<file path="src/rtl/piso_serializer.sv">
// Parallel-in, serial-out transmitter: LSB-first bit stream qualified by dout_en.
// Optional trailing parity bit when SERIAL_PARITY_EN is defined.
module piso_serializer #(
  parameter int unsigned WIDTH      = 8,
  parameter bit          ODD_PARITY = 1'b0
) (
  input  logic             clk,
  input  logic             reset,
  input  logic             load_valid,
  input  logic [WIDTH-1:0] load_data,
  output logic             load_ready,
  output logic             dout,
  output logic             dout_en,
  output logic             busy,
  output logic             done
);

  localparam int unsigned CW = $clog2(WIDTH + 2);
  localparam logic [CW-1:0] LAST = CW'(WIDTH);

  if (WIDTH < 2) begin : g_bad_width
    $error("piso_serializer: WIDTH must be >= 2");
  end
  if (ODD_PARITY > 1'b1) begin : g_bad_parity
    $error("piso_serializer: ODD_PARITY must be 0 or 1");
  end

  typedef enum logic {
    IDLE  = 1'b0,
    SHIFT = 1'b1
  } state_e;

  state_e           state_q;
  logic [WIDTH-1:0] shreg_q;
  logic [CW-1:0]    count_q;
  logic [CW-1:0]    count_d;
  logic             dout_q;
  logic             dout_en_q;
  logic             ready_q;
  logic             busy_q;
  logic             done_q;
`ifdef SERIAL_PARITY_EN
  logic             par_q;
`endif

  always_comb begin
    count_d = count_q + CW'(1);
  end

  always_ff @(posedge clk or posedge reset) begin
    if (reset) begin
      state_q   <= IDLE;
      shreg_q   <= '0;
      count_q   <= '0;
      dout_q    <= 1'b0;
      dout_en_q <= 1'b0;
      ready_q   <= 1'b1;
      busy_q    <= 1'b0;
      done_q    <= 1'b0;
`ifdef SERIAL_PARITY_EN
      par_q     <= 1'b0;
`endif
    end else begin
      done_q <= 1'b0;
      unique case (state_q)
        IDLE: begin
          if (load_valid && ready_q) begin
            shreg_q   <= load_data >> 1;
            dout_q    <= load_data[0];
            dout_en_q <= 1'b1;
            count_q   <= CW'(1);
            ready_q   <= 1'b0;
            busy_q    <= 1'b1;
`ifdef SERIAL_PARITY_EN
            par_q     <= (^load_data) ^ ODD_PARITY;
`endif
            state_q   <= SHIFT;
          end
        end
        SHIFT: begin
          if (count_q < LAST) begin
            dout_q  <= shreg_q[0];
            shreg_q <= shreg_q >> 1;
            count_q <= count_d;
          end
`ifdef SERIAL_PARITY_EN
          // count == WIDTH here means data is exhausted; emit parity before closing.
          else if (count_q == LAST) begin
            dout_q  <= par_q;
            count_q <= count_d;
          end
`endif
          else begin
            dout_q    <= 1'b0;
            dout_en_q <= 1'b0;
            count_q   <= '0;
            done_q    <= 1'b1;
            busy_q    <= 1'b0;
            ready_q   <= 1'b1;
            state_q   <= IDLE;
          end
        end
        default: state_q <= IDLE;
      endcase
    end
  end

  assign load_ready = ready_q;
  assign dout       = dout_q;
  assign dout_en    = dout_en_q;
  assign busy       = busy_q;
  assign done       = done_q;

endmodule

</file>
<file path="config.mk">
export PLATFORM = sky130hd
export DESIGN_NAME = piso_serializer
export DESIGN_NICKNAME = d
export VERILOG_FILES = /design/src/rtl/piso_serializer.sv
export SDC_FILE = /design/constraint.sdc
export NUM_CORES = 1
export LEC_CHECK = 0
export CAP_MARGIN = 0
export CORE_UTILIZATION = 53
export DETAILED_ROUTE_END_ITERATION = 7
export PLACE_DENSITY = 0.8
export SLEW_MARGIN = 10
export SYNTH_ARGS = -nofsm -noshare
export SYNTH_HDL_FRONTEND = slang
export SYNTH_SLANG_ARGS = --single-unit
</file>
<file path="constraint.sdc">
create_clock -name clk -period 1.95 [get_ports clk]
set_input_delay 0.585 -clock clk [delete_from_list [all_inputs] [get_ports clk]]
set_output_delay 0.585 -clock clk [all_outputs]
set_load 0.1 [all_outputs]
</file>
# Word level (Yosys, flattened, before mapping)
# Cells that the tools add are included.
totals:
  output_inout_bits: 5
  reg_bits: 17
  input_bits: 11
  word_cells: 36
classes:
  n_addsub: 1
  order_cmp: 1
  n_mux: 20
  eq_ne: 3
  n_reduce_logical: 3
  bitwise_logic: 1
ops:
  columns: ["op", "n"]
  rows:
  - ["$mux 8", 2]
  - ["$pmux 8 s2", 1]
  - ["$mux 1", 10]
  - ["$mux 4", 2]
  - ["$pmux 1 s2", 4]
  - ["$pmux 4 s2", 1]
  - ["$add 4x1->4 const B", 1]
  - ["$lt 4x4->1 const B", 1]
  - ["$ne 2x2->1 const B", 2]
  - ["$reduce_and 2->1", 2]
  - ["$ne 2x1->1 const B", 1]
  - ["$logic_and 1x1->1", 1]
  - ["$not 1->1", 1]

# Logic depth before layout (Yosys ltp)
depth:
  ltp_word: 3
  mapped_depth: 3

# Worst setup path before layout
# OpenSTA, ideal clock, no wires.
synth_path:
  kind: "register to output"
  start: "reg, netlist name busy"
  end: "out dout_en"
  path_slack_ns: 0.009
  required_ns: 1.365
  t_arrival_ns: 1.356
  path_stages_with_launch: 2
  cell_sequence: "dfrtp_1 -> buf_4"
synth_rtl:
  columns: ["item", "line_no", "text"]
  rows:
  - ["end: declaration", "13", "output logic dout_en,"]

# Final worst setup path
layout_path:
  start: "reg ready_q (netlist: load_ready)"
  end: "out load_ready"
layout_rtl:
  columns: ["item", "line_no", "text"]
  rows:
  - ["start: declaration", "39", "logic ready_q;"]
  - ["start signal: assignment", "57", "ready_q <= 1'b1;"]
  - ["start signal: assignment", "72", "ready_q <= 1'b0;"]
  - ["start signal: assignment", "99", "ready_q <= 1'b1;"]
  - ["end: declaration", "11", "output logic load_ready,"]
# No word-level cell between the ends.

==> metrics.md <==
| Metric | Value |
|---|---|
| Status | `completed` |
| EDFF count, synth | `0` |
| Nets@finish | `107` |
| Drc violations | `0` |
| Vias in the first global route | `635` |
| Global-route wire length before repair | `2960 um` |
| Most frequent cell after synthesis | `dfrtp_1` |
| Setup TNS | `0 ns` |
| Syn Area/Cell | `11.19 sq um` |
| Worst IR Drop VDD | `0.9215 mV` |
| CTS-repair resized insts | `0` |
| Row count | `14` |
| Die width | `42.07 um` |
| Total grt overflow | `0` |
| CTS Sinks | `16` |
| Reg clk slew, reported paths | `0.10 ns` |
| Top area cells in the synthesized netlist | `dfrtp_1 44%, a311oi_1 6.2%, nor3b_1 5.3%, nor4bb_1 4.7%, and4bb_2 4.4%` |
| Synthesized instance count | `76` |
| Core area | `0.001506 sq mm` |
| Placed cell count | `106` |
| Dominant cell type by area after synthesis | `dfrtp_1` |
| CTS Hold Bufs | `0` |
| Synth top area share | `0.4412` |
| Synthesized cell area | `850.8 sq um` |
| CP Buf/Inv Count | `1` |
| Cell breakdown of the critical path | `buf_12` |
| Via count | `650` |
| Crit path max-delay family | `flip-flops` |
| Crit path kind | `reg -> out` |
| Height of the die | `42.07 um` |
| H-tree levels | `1` |
| Slew Viols, Final | `0` |
| Clk_lat worst skew | `0.29 ns` |
| WL/cell | `15.26 um` |
| CP endpoint kind | `primary output` |
| Drt via density | `5.909` |
| Mapped Nets | `88` |
| Commonest cells post-synth | `15 x dfrtp_1, 10 x inv_1, 6 x a311oi_1, 6 x nor3b_1, 5 x a21oi_1` |
| CP required | `1.36 ns` |
| Largest net degree at the start of global routing | `18` |
| Total CTS buffers | `3` |
| Final setup vio count | `0` |
| Highest clock rate | `619.8 MHz` |
| Maximum clock insertion buffer count | `2` |
| Ys Warns | `0` |
| CTS tree | `done` |
| All-Layer GR Usage | `0.2221` |
| Worst slew pin tran | `0.4459 ns` |
| Final Power | `0.001716 W` |
| Slowest stage delay, CP | `0.57 ns` |
| Clock skew | `0.007673 ns` |
| Routed Antenna Nets | `0` |
| Crit path time final | `1.613 ns` |
| Hold slack | `0.5148 ns` |
| Fin crit share | `0.8274` |
| Post-synth top flop | `dfrtp_1` |
| Type of element launching the critical path | `flop` |
| Diode count | `0` |
| Non-filler cells in the finished layout | `110` |
| Die area | `0.001769 sq mm` |
| # Post-CTS Setup Buffers | `0` |
| Seq cells post-synth | `16` |
| Endpoints failing hold | `0` |
| CP Max Fanout | `2` |
| Static power due to leakage | `0.5080 nW` |
| RSZ-0062 raised after global routing | `false` |
| Synth cell types | `26` |
| Post-synthesis async set-or-reset flop share | `1.000` |
| Relative slew margins | `0.7027` |
| Routed WL | `1679 um` |
| Number of detailed-route iterations in the first pass | `4` |
| Layout cells sized above 1 | `0.2021` |
| Power Density | `1573 mW/mm^2` |
| Gpl congestion | `0.7313` |
| Starting Density | `0.5648` |
| DP HPWL | `1127 um` |
| I/O Buffers | `15` |
| Slowest-stage cell, CP | `dfstp_2` |
| Critical Path AT | `1.03 ns` |
| # IOs | `16` |
| Worst Hold Class | `reg -> reg` |
| Initial antenna violation count | `0` |
| Area Growth Syn to Fin | `28.24%` |
| Root buffer selected by CTS | `clkbuf_4` |
| Sequential area share after synthesis | `0.4721` |
| Iter 0 DRT Violations | `7` |
| Maxcap violations | `0` |
-- logic make-up after synthesis --
group | synth area share
AND/OR/NAND/NOR | 0.2529
buffers and inverters | 0.1044
flip-flops | 0.4721
adder cells (fa/ha/maj) | 0.01470
AO/OA/AOI/OAI | 0.1559
-- layout make-up --
class | count | area (sq um)
Clock buffer | 4 | 26.28
Fill cell | 105 | 415.4
Inverter | 10 | 37.54
Multi-Input combinational cell | 43 | 360.3
Sequential cell | 16 | 401.6
Tap cell | 16 | 20.02
Timing Repair Buffer | 21 | 245.2
-- path summary, 6_finish.rpt --
kind | from | to | slack (ns) | cells after the start
worst max-delay path | load_ready$_DFFE_PP1P_ | load_ready | 0.34 | 1
worst min-delay path | shreg_q[6]$_DFFE_PP0P_ | shreg_q[6]$_DFFE_PP0P_ | 0.51 | 1
worst max register to register | count_q[3]$_DFFE_PP0P_ | shreg_q[4]$_DFFE_PP0P_ | 0.54 | 2
worst min register to register | shreg_q[6]$_DFFE_PP0P_ | shreg_q[6]$_DFFE_PP0P_ | 0.51 | 1
max in group asynchronous | reset | load_ready$_DFFE_PP1P_ | 1.09 | 3
min in group asynchronous | reset | state_q$_DFF_PP0_ | 0.60 | 3
-- registers in the layout, summed over array words and instances (netlist names) --
name and count:
dout 1, busy 1, shreg_q 7, state_q 1, load_ready 1, count_q 4, done 1
-- stage by stage --
| step | setup WS [ns] | area (sq um) | util |
|---|---|---|---|
| 2_1_floorplan | 0.009022 | 850.8 | - |
| 3_3_place_gp | 0.08083 | 1065 | 0.7068 |
| 3_5_place_dp | 0.05896 | 1065 | 0.7068 |
| 4_1_cts | 0.3252 | 1091 | 0.7243 |
| 5_1_grt | 0.2396 | 1091 | 0.7243 |
| 6_report | 0.3366 | 1091 | 0.7243 |
-- layout by cell type, fill, tap and decap left out --
master           count
o22ai_1              2
dfrtp_1             15
ha_1                 1
and4bb_1             1
and4b_1              1
nand4b_1             1
inv_1               10
o2bb2ai_1            2
and4bb_2             3
clkdlybuf4s50_1     10
buf_12               5
nand3b_4             1
a211o_1              1
buf_4                6
o211ai_1             1
clkbuf_4             3
dfstp_2              1
nand3_1              1
nand2_1              1
nand2b_1             2
a31o_1               1
nand3b_1             1
nor4bb_1             4
and2_1               2
a311oi_1             6
nor3b_1              6
clkbuf_1             1
a21oi_1              5
-- report_power, final --
group	switching [W]	leakage (nW)	internal [W]	total [W]
Sequential	0.000140	0.189	0.000479	0.000619
Combinational	0.000510	0.304	0.000402	0.000912
Clock	0.000105	0.0150	0.0000795	0.000184
-- routing by layer --
layer	share of wire	up-vias	global-route usage
met5	0	-	0
met2	0.45	15	0.3344
met3	0.036	4	0.02586
met4	0.020	0	0.1125
met1	0.49	311	0.3182
li1	-	320	-
Power figures use the tool's default switching activity.
